### config.mk
export PLATFORM = sky130hd
export DESIGN_NAME = imem_boot_loader
export DESIGN_NICKNAME = d
export VERILOG_FILES = /design/src/rtl/imem_boot_loader.sv
export SDC_FILE = /design/constraint.sdc
export NUM_CORES = 1
export LEC_CHECK = 0
export BUFFER_PORTS_ARGS = -buffer_cell sky130_fd_sc_hd__buf_2
export CAP_MARGIN = 10
export CORE_UTILIZATION = 63
export CTS_CLUSTER_SIZE = 25
export DETAILED_ROUTE_END_ITERATION = 8
export HOLD_SLACK_MARGIN = 0.05
export PLACE_DENSITY = 0.92
export SLEW_MARGIN = 20
export SYNTH_ARGS = -nofsm -noshare
export SYNTH_HDL_FRONTEND = slang
export SYNTH_SLANG_ARGS = --single-unit
### constraint.sdc
create_clock -name clk -period 4.4 [get_ports clk]
set_input_delay 0.88 -clock clk [delete_from_list [all_inputs] [get_ports clk]]
set_output_delay 0.88 -clock clk [all_outputs]
set_load 0.05 [all_outputs]
### src/rtl/imem_boot_loader.sv
// Boot loader for the instruction memory of the single-cycle core.
// Receives a byte stream framed as a 4-byte little-endian word count, that many
// little-endian 32-bit words, and one checksum byte (mod-256 sum of the data bytes).
// The words are written to instruction memory from word address 0. The core is held
// in reset until the whole image is in memory and the checksum matches.
//
// Ports:
//   clk, rst               rising-edge clock, synchronous active-high reset
//   in_data/valid/ready    incoming byte stream, accepted when in_valid && in_ready
//   imem_we/addr/wdata     instruction-memory write port, one-cycle write pulse
//   core_rst               holds the core in reset while high
//   done                   image loaded and checksum good, core running
//   error                  length too large or checksum mismatch
module imem_boot_loader #(
  parameter int unsigned ADDR_WIDTH = 10,
  parameter int unsigned MAX_WORDS  = 1024
) (
  input  logic                  clk,
  input  logic                  rst,
  input  logic [7:0]            in_data,
  input  logic                  in_valid,
  output logic                  in_ready,
  output logic                  imem_we,
  output logic [ADDR_WIDTH-1:0] imem_addr,
  output logic [31:0]           imem_wdata,
  output logic                  core_rst,
  output logic                  done,
  output logic                  error
);

  typedef enum logic [2:0] {StLen, StData, StCsum, StRun, StErr} state_e;

  state_e                state_q, state_d;
  logic [1:0]            byte_cnt_q, byte_cnt_d;
  logic [31:0]           len_q, len_d;
  logic [ADDR_WIDTH-1:0] word_cnt_q, word_cnt_d;
  logic [23:0]           word_buf_q, word_buf_d;
  logic [7:0]            csum_q, csum_d;
  logic                  armed_q;
  logic                  imem_we_d;
  logic [ADDR_WIDTH-1:0] imem_addr_d;
  logic [31:0]           imem_wdata_d;
  logic                  accept;
  logic [31:0]           len_full;
  logic                  last_word;

  // armed_q keeps in_ready low for the first cycle after reset is released.
  assign in_ready  = armed_q && (state_q inside {StLen, StData, StCsum});
  assign accept    = in_valid && in_ready;
  // Length as it will be once the current byte is shifted in (valid on the 4th byte).
  assign len_full  = {in_data, len_q[31:8]};
  assign last_word = (32'(word_cnt_q) == len_q - 32'd1);

  always_comb begin
    state_d      = state_q;
    byte_cnt_d   = byte_cnt_q;
    len_d        = len_q;
    word_cnt_d   = word_cnt_q;
    word_buf_d   = word_buf_q;
    csum_d       = csum_q;
    imem_we_d    = 1'b0;
    imem_addr_d  = imem_addr;
    imem_wdata_d = imem_wdata;

    if (accept) begin
      case (state_q)
        StLen: begin
          len_d      = len_full;
          byte_cnt_d = byte_cnt_q + 2'd1;
          if (byte_cnt_q == 2'd3) begin
            if (len_full == 32'd0) begin
              state_d = StCsum;
            end else if (len_full > MAX_WORDS) begin
              state_d = StErr;
            end else begin
              state_d = StData;
            end
          end
        end
        StData: begin
          csum_d     = csum_q + in_data;
          byte_cnt_d = byte_cnt_q + 2'd1;
          word_buf_d = {in_data, word_buf_q[23:8]};
          if (byte_cnt_q == 2'd3) begin
            imem_we_d    = 1'b1;
            imem_addr_d  = word_cnt_q;
            imem_wdata_d = {in_data, word_buf_q};
            word_cnt_d   = word_cnt_q + ADDR_WIDTH'(1);
            if (last_word) begin
              state_d = StCsum;
            end
          end
        end
        StCsum: begin
          state_d = (in_data == csum_q) ? StRun : StErr;
        end
        default: ;
      endcase
    end
  end

  always_ff @(posedge clk) begin
    if (rst) begin
      state_q    <= StLen;
      byte_cnt_q <= '0;
      len_q      <= '0;
      word_cnt_q <= '0;
      word_buf_q <= '0;
      csum_q     <= '0;
      armed_q    <= 1'b0;
      imem_we    <= 1'b0;
      imem_addr  <= '0;
      imem_wdata <= '0;
      core_rst   <= 1'b1;
      done       <= 1'b0;
      error      <= 1'b0;
    end else begin
      state_q    <= state_d;
      byte_cnt_q <= byte_cnt_d;
      len_q      <= len_d;
      word_cnt_q <= word_cnt_d;
      word_buf_q <= word_buf_d;
      csum_q     <= csum_d;
      armed_q    <= 1'b1;
      imem_we    <= imem_we_d;
      imem_addr  <= imem_addr_d;
      imem_wdata <= imem_wdata_d;
      // Status flags follow the state being entered on this edge.
      core_rst   <= (state_d != StRun);
      done       <= (state_d == StRun);
      error      <= (state_d == StErr);
    end
  end

endmodule

==> results.md <==
* Setup Viol. Count Final at 0
* Placed Area at a little under 6000 sq um
* Global Route Usage Sum at 0.318
* Share of cells above drive strength 1 at 0.147
* MaxCap Viol Count at 0
* Synth Area in Compound Gates at 0.143
* CP Capture Type: flop
* Final hold viol count at 0
* First drt pass iteration count at 5
* Mux cell area share after synthesis at 0.00550
* Rows at 34
* Data required time of the critical path at ~4.8 ns
* H-tree Lvls at 4
* #FFs+latches synth at between 100 and 150
* Max Slew Vio Count at 0
* Nets@finish at between 700 and 800
* Hold WC Path Type: reg -> reg
* Number of global-route vias before repair at between 5000 and 6000
* Main synth FF type: dfxtp_1
* Hpwl dp at approximately 9000 um
* Critical-path top delay cell: nor4b_1
* Die H at roughly 97 um
* Internal power at 1.90 mW
* Hold WS at ~0.45 ns
* CP Class: in -> reg
* Crit-path leading delay family: simple AND/OR/NAND/NOR gates
* Psw at slightly above 0.6 mW
* Avg WL per Cell at roughly 17 um
* Mean Syn Cell Area at about 8.0 sq um
* Clk network pwr share at 0.498
* Largest family of logic cells by synthesized area: simple AND/OR/NAND/NOR gates
* Clk buf depth at 2
* Root Driver: clkbuf_8
* Maximum clock rate at 371 MHz
* Clk_lat worst skew at roughly 0.53 ns
* Final Instance Area at about 6500 sq um
* Cell count after placement at roughly 840
* YS warnings at 0
* TritonCTS Buffers at 17
* Max Fanout on Critical Path at 5
* Slew headroom at 0.417
* Final Wtd Congestion at 0.919
* Combinational cell fraction of total power at 0.041
* CP startpoint kind: input port
* Arrival time worst endpoint at 3.11 ns
* Post-synthesis adder-cell area fraction at 0.0255
* Final critical-path share of the clock period at 0.613
* Ant diodes at 0
* PortBufs at 57
* Synth Cell Area at roughly 5700 sq um
* Initial DRC Count at 535
* Peak supply drop at approximately 0.3 mV
* DRC at 0
* Post-CTS Setup Repair Bufs at 0
* Outcome: complete, no violations
* Register share of total power at 0.461
* Crit path time final at approximately 2.7 ns
* Num ports at 58
* First-pass GRT wire length at 24100 um
* Total congestion overflow at 0
* Synth-to-layout area growth at 13.8%
* Count of cell types in the netlist at 59
* Post-synthesis sequential area ratio at 0.444
* Power, Total at 2.51 mW
* Vias post-DR at 5357
* Initial antenna violation count at 0
* Sw Share at 0.242
* CTS sink count at about 130
* Post-DRT Antenna Nets at 0
* Die width at 97.0 um
* CP peak stage delay at 0.52 ns
* Async S/R FF share, synth at 0
* P per Cell Area at around 390 nW/um^2
* Syn nets at between 700 and 800
* Number of synthesized flops with an enable pin at 0
* Core Region at 8720 sq um
* XOR/XNOR Fraction of Synth Area at 0.0524
* Final Routed Wirelength at about 14000 um
* Simple-Gate Fraction of Synth Area at 0.285
* Crit path cell chain: buf_2, ha_1, nor4_1, nand3_1, nor4b_1, a21oi_1, o21ai_0, and4b_1
* Skew final at 0.00833 ns
* Reg clk slew, reported paths at approximately 0.06 ns
* CTS tree: yes
* Largest net degree at the start of global routing at 86
* P_leak at around 2.5 nW
* Worst path bufs/invs at 1
* Vias/cell at roughly 6.2
* CTS resizes at 0
* Final Non-Filler Cells at 870
* Die Area at 9410 sq um
* Accumulated negative setup slack at 0 ns
* Post-CTS Hold Buffers at 0
* Syn Inst Count at around 710
* RSZ-0062 raised after global routing: no
* Starting Density at 0.652
* Worst-Margin Slew at about 0.9 ns
-- cell usage in the layout, fill, tap and decap left out, types with 3 or more instances in the layout --
master        n
inv_6         3
and3_1        5
nand2_1     217
xnor2_1      16
nor4b_2       3
a21o_1        3
nand3b_1      5
a211oi_1      4
nand4_1       6
nand4b_1      4
buf_4         6
xor2_1       18
a21oi_1     114
nor2b_1       3
nor3_4        3
nor2_1       31
inv_1         9
and4_1        3
ha_1         10
buf_2        56
a31oi_1       3
o21ai_0      10
dfxtp_1     126
clkinvlp_4    4
nor3_1       14
clkbuf_8      3
nand3_1      13
nor4_1        9
clkinv_2      3
clkbuf_16    16
-- power by group through the flow --
stage	clock network (mW)	registers, mW	logic [mW]
floorplan	0	1.18	0.0719
global placement	0	1.18	0.0941
detailed placement	0	1.18	0.0972
CTS	1.26	1.16	0.0992
global route	1.31	1.16	0.111
finish	1.25	1.16	0.102
-- kinds of logic (layout without fill, tap and decap cells) --
family | count (synthesis) | after routing
xor+xnor | 34 | 34
mux | 3 | 3
compound gates | 148 | 148
buf+inv | 54 | 102
fa+ha+maj | 11 | 11
simple gates | 338 | 338
flops | 126 | 126
-- worst paths after layout --
path,from,endpoint,slack [ns],cells past startpoint
worst min-delay path,imem_wdata[10]$_SDFFE_PP0P_,imem_wdata[10]$_SDFFE_PP0P_,0.45,2
worst max register to register,len_q[0]$_SDFFE_PP0P_,state_q[1]$_SDFF_PP0_,1.72,9
worst max-delay path,in_data[4],error$_SDFF_PP0_,1.70,8
worst min register to register,imem_wdata[10]$_SDFFE_PP0P_,imem_wdata[10]$_SDFFE_PP0P_,0.45,2
-- layer usage --
layer | vias up | track usage | share of wire
li1 | 2511 | - | -
met1 | 2523 | 0.393 | 0.40
met2 | 275 | 0.523 | 0.49
met3 | 48 | 0.0701 | 0.084
met4 | 0 | 0.157 | 0.032
met5 | - | 0 | 0
-- registers in the layout, indices dropped and copies added (netlist names) --
name,flops
csum_q,8
core_rst,1
armed_q,1
len_q,32
done,1
imem_wdata,32
word_cnt_q,10
error,1
byte_cnt_q,2
word_buf_q,24
imem_we,1
state_q,3
imem_addr,10
-- per-stage QoR --
step / util / worst slack [ns]
after floorplan: - / 1.49
after detailed placement: 0.680 / 1.33
final: 0.742 / 1.70
after global placement: 0.680 / 1.38
after CTS: 0.741 / 1.76
after global routing: 0.742 / 1.58
-- worst reg2reg max path: stages, from the launching register on --
cell and delay (ns):
dfxtp_1 0.36, inv_1 0.08, ha_1 0.32, nor4b_4 0.64, nand3_2 0.18, nor4b_2 0.30, xnor2_1 0.15, o2111a_1 0.19
and4_1 0.24, a31o_1 0.16
-- cell type report --
| class | instances | area (sq um) |
|---|---|---|
| clock buffers | 19 | 442 |
| clock inverters | 12 | 88.8 |
| fillers | 554 | 2250 |
| inverters | 9 | 33.8 |
| multi-input cells | 534 | 2920 |
| flip-flops and latches | 126 | 2520 |
| well taps | 108 | 135 |
| repair buffers | 62 | 325 |
-- Yosys cell counts (2+ instances only) --
| cell | n | area, sq um |
|---|---|---|
| inv_1 | 9 | 33.8 |
| nor4_1 | 9 | 56.3 |
| nand2b_1 | 3 | 18.8 |
| a21o_1 | 3 | 22.5 |
| and2_0 | 2 | 12.5 |
| nor4b_2 | 3 | 45.0 |
| nor4b_1 | 2 | 17.5 |
| a21oi_1 | 114 | 571 |
| nor3_4 | 3 | 48.8 |
| buf_6 | 4 | 45.0 |
| clkbuf_1 | 32 | 120 |
| ha_1 | 10 | 125 |
| mux2i_1 | 2 | 20.0 |
| xor2_1 | 18 | 158 |
| buf_4 | 2 | 15.0 |
| o21ai_0 | 10 | 50.1 |
| o21a_1 | 2 | 15.0 |
| a311oi_1 | 2 | 17.5 |
| nor2_1 | 31 | 116 |
| nor3_1 | 15 | 75.1 |
| buf_1 | 4 | 15.0 |
| nand2_1 | 218 | 818 |
| nor4_4 | 2 | 42.5 |
| and3_1 | 5 | 31.3 |
| buf_2 | 2 | 10.0 |
| dfxtp_1 | 126 | 2520 |
| nand3_1 | 13 | 65.1 |
| nor2b_1 | 3 | 18.8 |
| a211oi_1 | 4 | 30.0 |
| nand4_1 | 6 | 37.5 |
| a31oi_1 | 3 | 18.8 |
| and4_1 | 3 | 26.3 |
| nand3b_1 | 5 | 37.5 |
| xnor2_1 | 16 | 140 |
| nand4b_1 | 4 | 35.0 |
No activity file was read; power rests on OpenSTA's default activity.
